File: config.mk
export PLATFORM = sky130hd
export DESIGN_NAME = fetch_ctrl_flat
export DESIGN_NICKNAME = d
export VERILOG_FILES = /design/src/rtl/fetch_ctrl_if.sv /design/src/rtl/fetch_ctrl.sv /design/src/flat_wrapper.sv
export SDC_FILE = /design/constraint.sdc
export NUM_CORES = 1
export LEC_CHECK = 0
export ABC_AREA = 1
export CAP_MARGIN = 20
export CORE_MARGIN = 3
export CORE_UTILIZATION = 51
export DETAILED_ROUTE_END_ITERATION = 16
export PLACE_DENSITY_LB_ADDON = 0.2
export SYNTH_ARGS = -nofsm -noshare
export SYNTH_HDL_FRONTEND = slang
export SYNTH_SLANG_ARGS = --single-unit
File: constraint.sdc
create_clock -name clk -period 5.23 [get_ports clk]
set_clock_uncertainty 0.05 [all_clocks]
set_input_delay 0.7845 -clock clk [delete_from_list [all_inputs] [get_ports clk]]
set_output_delay 0.7845 -clock clk [all_outputs]
set_load 0.01 [all_outputs]
File: src/rtl/fetch_ctrl_if.sv
// Signal bundle between the fetch controller, instruction memory, decode and execute.
// master = fetch controller side, slave = memory/pipeline side.
interface fetch_ctrl_if;
  logic        imem_req;
  logic [31:0] imem_addr;
  logic        imem_ack;
  logic [31:0] imem_rdata;
  logic        inst_valid;
  logic [31:0] inst_out;
  logic [31:0] inst_pc;
  logic        inst_ready;
  logic        branch_taken;
  logic [31:0] branch_target;
  logic        halt;

  modport master (
    output imem_req, imem_addr, inst_valid, inst_out, inst_pc,
    input  imem_ack, imem_rdata, inst_ready, branch_taken, branch_target, halt
  );

  modport slave (
    input  imem_req, imem_addr, inst_valid, inst_out, inst_pc,
    output imem_ack, imem_rdata, inst_ready, branch_taken, branch_target, halt
  );
endinterface

File: src/rtl/fetch_ctrl.sv
// Single-outstanding instruction fetch controller with branch redirect, halt and
// a one-entry hold register towards decode. Outputs depend only on state/registers.
module fetch_ctrl #(
  parameter logic [31:0] RESET_PC = 32'h0000_0000,
  parameter logic [31:0] PC_INCR  = 32'd4
) (
  input logic          clk,
  input logic          reset,
  fetch_ctrl_if.master bus
);

  typedef enum logic [2:0] {IDLE, REQ, FLUSH, HOLD, HALTED} state_t;

  state_t      state_reg, state_next;
  logic [31:0] pc_reg, pc_next;
  logic [31:0] addr_reg, addr_next;
  logic [31:0] inst_out_reg, inst_out_next;
  logic [31:0] inst_pc_reg, inst_pc_next;
  logic [31:0] redirect_pc;

  assign redirect_pc = {bus.branch_target[31:2], 2'b00};

  always_ff @(posedge clk or posedge reset) begin
    if (reset) begin
      state_reg    <= IDLE;
      pc_reg       <= RESET_PC;
      addr_reg     <= RESET_PC;
      inst_out_reg <= 32'h0;
      inst_pc_reg  <= 32'h0;
    end else begin
      state_reg    <= state_next;
      pc_reg       <= pc_next;
      addr_reg     <= addr_next;
      inst_out_reg <= inst_out_next;
      inst_pc_reg  <= inst_pc_next;
    end
  end

  // pc_next already carries any redirect seen this cycle, so "last redirect wins"
  // falls out naturally wherever a new fetch address is taken from it.
  always_comb begin
    state_next    = state_reg;
    pc_next       = pc_reg;
    addr_next     = addr_reg;
    inst_out_next = inst_out_reg;
    inst_pc_next  = inst_pc_reg;

    if (bus.branch_taken)
      pc_next = redirect_pc;

    case (state_reg)
      IDLE: begin
        if (bus.halt) begin
          state_next = HALTED;
        end else begin
          state_next = REQ;
          addr_next  = pc_next;
        end
      end
      REQ: begin
        if (bus.imem_ack) begin
          if (bus.branch_taken) begin
            state_next = REQ;
            addr_next  = redirect_pc;
          end else begin
            inst_out_next = bus.imem_rdata;
            inst_pc_next  = addr_reg;
            pc_next       = addr_reg + PC_INCR;
            state_next    = HOLD;
          end
        end else if (bus.branch_taken) begin
          // Address stays on the bus until the stale fetch is acknowledged.
          state_next = FLUSH;
        end
      end
      FLUSH: begin
        if (bus.imem_ack) begin
          if (bus.halt) begin
            state_next = HALTED;
          end else begin
            state_next = REQ;
            addr_next  = pc_next;
          end
        end
      end
      HOLD: begin
        if (bus.branch_taken) begin
          state_next = REQ;
          addr_next  = redirect_pc;
        end else if (bus.inst_ready) begin
          if (bus.halt) begin
            state_next = HALTED;
          end else begin
            state_next = REQ;
            addr_next  = pc_next;
          end
        end
      end
      HALTED: begin
        if (!bus.halt) begin
          state_next = REQ;
          addr_next  = pc_next;
        end
      end
      default: state_next = IDLE;
    endcase
  end

  assign bus.imem_req   = (state_reg == REQ) || (state_reg == FLUSH);
  assign bus.imem_addr  = addr_reg;
  assign bus.inst_valid = (state_reg == HOLD);
  assign bus.inst_out   = inst_out_reg;
  assign bus.inst_pc    = inst_pc_reg;

endmodule

File: src/flat_wrapper.sv
// flat-port wrapper written by rule: the top's interface ports become plain ports
module fetch_ctrl_flat 
#(
  parameter logic [31:0] RESET_PC = 32'h0000_0000,
  parameter logic [31:0] PC_INCR  = 32'd4
)
  (clk, reset, bus_imem_req, bus_imem_addr, bus_inst_valid, bus_inst_out, bus_inst_pc, bus_imem_ack, bus_imem_rdata, bus_inst_ready, bus_branch_taken, bus_branch_target, bus_halt);
  fetch_ctrl_if bus_i ();
  input logic clk;
  input logic reset;
  output wire logic [$bits(bus_i.imem_req)-1:0] bus_imem_req;
  output wire logic [$bits(bus_i.imem_addr)-1:0] bus_imem_addr;
  output wire logic [$bits(bus_i.inst_valid)-1:0] bus_inst_valid;
  output wire logic [$bits(bus_i.inst_out)-1:0] bus_inst_out;
  output wire logic [$bits(bus_i.inst_pc)-1:0] bus_inst_pc;
  input wire logic [$bits(bus_i.imem_ack)-1:0] bus_imem_ack;
  input wire logic [$bits(bus_i.imem_rdata)-1:0] bus_imem_rdata;
  input wire logic [$bits(bus_i.inst_ready)-1:0] bus_inst_ready;
  input wire logic [$bits(bus_i.branch_taken)-1:0] bus_branch_taken;
  input wire logic [$bits(bus_i.branch_target)-1:0] bus_branch_target;
  input wire logic [$bits(bus_i.halt)-1:0] bus_halt;
  assign bus_imem_req = bus_i.imem_req;
  assign bus_imem_addr = bus_i.imem_addr;
  assign bus_inst_valid = bus_i.inst_valid;
  assign bus_inst_out = bus_i.inst_out;
  assign bus_inst_pc = bus_i.inst_pc;
  assign bus_i.imem_ack = bus_imem_ack;
  assign bus_i.imem_rdata = bus_imem_rdata;
  assign bus_i.inst_ready = bus_inst_ready;
  assign bus_i.branch_taken = bus_branch_taken;
  assign bus_i.branch_target = bus_branch_target;
  assign bus_i.halt = bus_halt;
  fetch_ctrl #(.RESET_PC(RESET_PC), .PC_INCR(PC_INCR)) u_core (.clk(clk), .reset(reset), .bus(bus_i));
endmodule
==> impl_metrics.py <==
metrics = {
    "run_status": {
        "status": "complete, no violations",
    },
    "layout": {
        "final_util_pct": 68.9,
        "area_growth_pct": 31.8,
        "drive_gt1_share_pct": 5.83,
        "antenna_cells": 0,
        "finalNetCount": 1224,
    },
    "global_route": {
        "antenna_found_initial": 0,
        "track_usage_pct": 28.9,
        "gr-total-overflow": 0,
        "grt_pass1_wl_mm": 36.7,
        "grt_start_max_net_pins": 96,
        "grt_pass1_vias": 7063,
    },
    "placed_design": {
        "numPortBuffers": 165,
        "hpwl_mm": 14.5,
        "gp_congestion": 0.913,
    },
    "clock_network": {
        "clock_latency_ns": 0.42,
        "numCtsBuffers": 17,
        "numClockSinks": 131,
        "cts_resized": 0,
        "clockBufferDepth": 2,
        "root_buffer": "clkbuf_16",
        "clkTransAtPathRegs_ns": 0.06,
        "cts_hold_buf": 0,
        "htreeDepth": 4,
        "cts_setup_buffers": 0,
        "cts_tree": "done",
    },
    "drt": {
        "drt_iter0_drc": 632,
        "dr_wl_met3_mm": 1.82,
        "wl_met2_mm": 10.7,
        "met1Wirelength_mm": 9.22,
        "vias": 7393,
        "ant_nets": 0,
        "first_pass_iters": 5,
        "wl_per_cell_um": 16.7,
        "drc_errors": 0,
        "viasPerCell": 5.49,
        "finalWirelength_mm": 22.5,
        "highest_layer": "met4",
    },
    "critical_path": {
        "critPathArrivalTime_ns": 3.33,
        "crit_type": "input port to register",
        "startpoint_type": "input port",
        "cp_max_fo": 56,
        "slowest_delay_ns": 0.78,
        "crit_path_top_delay_cell": "inv_2",
        "critPathRequiredTime_ns": 5.52,
        "crit_chain": "clkdlybuf4s50_1, inv_1, nor2_8, nand2_4, inv_2, o21ai_0, o21ai_1",
        "cp-end-kind": "register",
        "r2r_cells": 7,
    },
    "floorplan": {
        "fp-row-count": 43,
        "die_height_um": 126,
        "dieArea_sq_mm": 0.0158,
        "initial_core_util_pct": 52.3,
        "die_w_um": 126,
        "num_io_pins": 168,
        "core_sq_mm": 0.0139,
    },
    "hold_path": {
        "hp-class": "register to register",
        "min_path_cells": 2,
    },
    "job": {
        "cap_violations": 0,
    },
    "logic_synthesis": {
        "synth_seq_cells": 131,
        "synth.cell_area_sq_mm": 0.00729,
        "ys_warn_count": 0,
        "yosysSeqAreaShare_pct": 45.0,
        "synthCells": 1012,
        "synth.avg_cell_area_sq_um": 7.20,
        "synth_cell_type_count": 42,
        "syn_nets": 1083,
    },
    "sta": {
        "layout_min_cycle_time_ns": 3.04,
        "final_hold_viol_count": 0,
        "drv_slew": 0,
        "finalSetupViolCount": 0,
        "slew_headroom_pct": 29.8,
        "worst_pin_slew_ns": 1.05,
        "rsz0062_at_grt": "no",
        "timing.final.crit_share_pct": 58.1,
        "setup_tns_ns": 0,
        "clock.fmax_mhz": 329,
    },
    "power_and_ir_drop": {
        "ir_drop_v": 0.000487,
        "power_density_mw_per_mm2": 627,
        "leakage_nw": 4.53,
    },
}
[per-stage QoR]
stage          area [sq um]  power [mW]  std cells  hold WS, ns  setup slack [ns]
2_1_floorplan          7290        3.44       1012        0.425             0.898
3_3_place_gp           8940        4.60       1314        0.411              1.87
3_5_place_dp           8940        4.65       1314        0.414              1.77
4_1_cts                9610        6.04       1346        0.430              2.21
5_1_grt                9610        6.45       1346        0.452              1.97
6_report               9610        6.03       1346        0.429              2.19
[layer usage]
metal | GRT usage (%) | vias up
li1 | - | 3552
met4 | 12.1 | 0
met5 | 0 | -
met3 | 7.01 | 50
met1 | 38.2 | 3459
met2 | 45.7 | 332
[cell usage in the layout (no fill, tap or decap), types with 4 or more instances in the layout]
cell type	instances
clkbuf_16	17
buf_4	6
o22ai_1	4
nor2_1	127
nor3_1	14
nand3_1	40
nand2_1	345
o311ai_0	4
inv_2	11
bufinv_16	5
a21oi_1	41
a31oi_1	9
o211ai_1	34
clkdlybuf4s50_1	164
dfrtp_1	131
inv_1	79
nand4_1	5
o21ai_0	52
o21ai_1	30
[final timing paths]
kind,slack (ns),endpoint,startpoint
max,2.19,u_core.pc_reg[11],bus_imem_ack
min,0.43,u_core.bus.inst_out[22],u_core.bus.inst_out[22]
max reg2reg,2.73,u_core.pc_reg[11],u_core.state_reg[2]
min reg2reg,0.43,u_core.bus.inst_out[22],u_core.bus.inst_out[22]
max in group asynchronous,3.37,u_core.bus.inst_pc[15],reset
min in group asynchronous,0.76,u_core.bus.inst_out[8],reset
[final cells by class]
cell class	count	area, sq um
Timing Repair Buffer	171	1690
Inverter	92	348
Fill cell	1220	4330
Clock buffer	21	470
Sequential cell	131	3280
Multi-Input combinational cell	740	3400
Tap cell	180	225
Clock inverter	11	198
[cell families (layout without fill, tap and decap cells)]
logic type / Yosys count / count (layout) / synth area share [%]
and+or+nand+nor: 548 / 548 / 30.7
muxes: 1 / 1 / 0.137
buffers and inverters: 141 / 295 / 8.53
AOI/OAI and AO/OA: 187 / 187 / 15.1
DFF: 131 / 131 / 45.0
adders and majority gates: 1 / 1 / 0.172
xor gates and xnor gates: 3 / 3 / 0.360
[worst max-delay path: cells and delay by family]
kind	cells	cell delay (ns)
AND/OR/NAND/NOR	2	0.47
buffers and inverters	3	1.60
AO/OA/AOI/OAI	2	0.45
[Yosys cell counts, drive strengths merged]
| master | n | area (sq um) |
|---|---|---|
| nor3 | 15 | 80.1 |
| and2 | 1 | 6.26 |
| a31oi | 9 | 56.3 |
| ha | 1 | 12.5 |
| buf | 36 | 228 |
| clkbuf | 13 | 48.8 |
| o221ai | 2 | 17.5 |
| o21ai | 84 | 435 |
| nand2 | 350 | 1340 |
| a22oi | 2 | 15.0 |
| or2 | 2 | 12.5 |
| a21oi | 41 | 205 |
| o21a | 2 | 15.0 |
| xor2 | 3 | 26.3 |
| a31o | 3 | 26.3 |
| nor2 | 132 | 536 |
| dfrtp | 131 | 3280 |
| o211ai | 34 | 255 |
| o22ai | 4 | 25.0 |
| clkinv | 1 | 3.75 |
| nand3b | 1 | 7.51 |
| o31ai | 1 | 7.51 |
| inv | 91 | 342 |
| o311ai | 5 | 43.8 |
| mux2i | 1 | 10.0 |
| nand3 | 41 | 218 |
| nand4 | 6 | 43.8 |
[report_power, final]
part	switching, mW	internal [mW]	total [mW]
sequential	0.401	1.46	1.86
combinational	1.61	1.21	2.82
clock	0.463	0.888	1.35
total	2.47	3.55	6.03
No activity file was read; power rests on OpenSTA's default activity.
==> edit: new RTL, same settings <==
Reset style: synchronous (`reset`), changed in one clocked block.
--- a/src/rtl/fetch_ctrl.sv
+++ b/src/rtl/fetch_ctrl.sv
@@ -20,7 +20,7 @@
 
   assign redirect_pc = {bus.branch_target[31:2], 2'b00};
 
-  always_ff @(posedge clk or posedge reset) begin
+  always_ff @(posedge clk) begin
     if (reset) begin
       state_reg    <= IDLE;
       pc_reg       <= RESET_PC;
Check against the original RTL: differs if reset is asserted again (counterexample within 4 cycles, from zero or initial values and one cycle with reset high); with reset held inactive, the same outputs for 4 cycles.
==> edit against the original RTL <==
  * Utilization rose by 0.44 points
  * Area after synthesis fell by 2.6%
  * Final area fell by 3.2%
  * Worst setup slack improved by 0.043 ns
  * Critical path type is now flop to flop
  * Largest power group unchanged
  * Power fell by 27%
  * Global-route usage rose by 1.4 points
  * Sequential cell count did not move
  * Wire length rose by 4.7%
==> edit: results (changes against the original RTL) <==
<table>
<tr><th>Metric</th><th>Value</th></tr>
<tr><th colspan="2">Hold path</th></tr>
<tr><td>Sink of the worst hold path</td><td>u_core.bus.inst_pc[1] (was u_core.bus.inst_out[22])</td></tr>
<tr><th colspan="2">Power</th></tr>
<tr><td>Power consumed by combinational cells</td><td>1.71 mW (was 2.82 mW)</td></tr>
<tr><td>Reported leakage power</td><td>3.97 nW (was 4.53 nW)</td></tr>
<tr><td>Worst supply voltage drop on vdd</td><td>296 uV (was 487 uV)</td></tr>
<tr><th colspan="2">Routing</th></tr>
<tr><td>Total wire length after detailed routing</td><td>23,600 um (was 22,500 um)</td></tr>
<tr><td>Length of the first detailed-routing pass in iterations</td><td>7 (was 5)</td></tr>
<tr><td>Average wire length per cell after detail routing</td><td>16.3 um (was 16.7 um)</td></tr>
<tr><th colspan="2">Logic synthesis</th></tr>
<tr><td>Syn_nets</td><td>1,199 (was 1,083)</td></tr>
<tr><td>Top cells by instance count after synthesis</td><td>nand2_1 (294), nor2_1 (143), a21oi_1 (134) (was nand2_1 (345), dfrtp_1 (131), nor2_1 (127))</td></tr>
<tr><td>Sequential-to-total area share from yosys stat</td><td>0.369 (was 0.450)</td></tr>
<tr><td>Dominant synthesized flop cell</td><td>dfxtp_1 (was dfrtp_1)</td></tr>
<tr><td>Library cells used by synthesis</td><td>32 (was 42)</td></tr>
<tr><td>Gate count after technology mapping</td><td>1,128 (was 1,012)</td></tr>
<tr><th colspan="2">Outcome</th></tr>
<tr><td>Outcome</td><td>completed (unchanged)</td></tr>
<tr><th colspan="2">STA</th></tr>
<tr><td>Max-slew headroom</td><td>0.366 (was 0.298)</td></tr>
<tr><td>Highest attainable clock frequency</td><td>334 MHz (was 329 MHz)</td></tr>
<tr><th colspan="2">Global route</th></tr>
<tr><td>First-pass GRT wire length</td><td>36,400 um (was 36,700 um)</td></tr>
<tr><td>Maximum number of pins on one net before global-route repair</td><td>61 (was 96)</td></tr>
<tr><td>Vias in the first global route</td><td>7,125 (was 7,063)</td></tr>
<tr><td>Total Routing Usage GR</td><td>0.303 (was 0.289)</td></tr>
<tr><th colspan="2">Layout</th></tr>
<tr><td>Share of final-layout standard cells stronger than drive strength 1</td><td>0.0750 (was 0.0583)</td></tr>
<tr><th colspan="2">Setup path</th></tr>
<tr><td>Critical-path top delay cell</td><td>nor2_4 (was inv_2)</td></tr>
<tr><td>Crit Reg-Reg Endpoint</td><td>u_core.bus.imem_addr[30] (was u_core.pc_reg[11])</td></tr>
<tr><td>Dominant delay contributor by cell family on the critical path</td><td>simple AND/OR/NAND/NOR gates (was buffers and inverters)</td></tr>
<tr><th colspan="2">Placement</th></tr>
<tr><td>Post-detail-place hpwl</td><td>15,500 um (was 14,500 um)</td></tr>
<tr><td>Pre-CTS setup slack</td><td>1.99 ns (was 1.77 ns)</td></tr>
<tr><td>Cell area after placement</td><td>8700 um2 (was 8940 um2)</td></tr>
<tr><td>Inst Count DP</td><td>1,410 (was 1,314)</td></tr>
</table>
==> edit: cell count changes after synthesis, sizes merged, moves of 29 or more <==
cell | before | now
nand3 | 41 | 109
dfxtp | 0 | 131
or2 | 2 | 31
a21oi | 41 | 134
nand2 | 350 | 298
dfrtp | 131 | 0
o211ai | 34 | 3
==> edit: routing by layer <==
metal | GRT usage | vias to the layer above | routed length [um]
li1 | - | 3914 | -
met2 | 0.479 | 474 | 10300
met1 | 0.403 | 3599 | 9820
met3 | 0.0699 | 56 | 2860
met5 | 0 | - | 0
met4 | 0.118 | 0 | 566
==> edit: kinds of logic after synthesis <==
group,count (synthesis),synth area share
compound gates,238,0.177
fa+ha+maj,1,0.00176
buf+inv,158,0.0945
flops,131,0.369
simple gates,600,0.358
==> edit: area by class of cell <==
class	instances	area, um2
inverter	90	340
timing repair buffer	174	1710
sequential	131	2620
fill	1188	4100
clock buffer	18	439
tap	176	220
clock inverter	14	161
multi-input combinational	839	3800
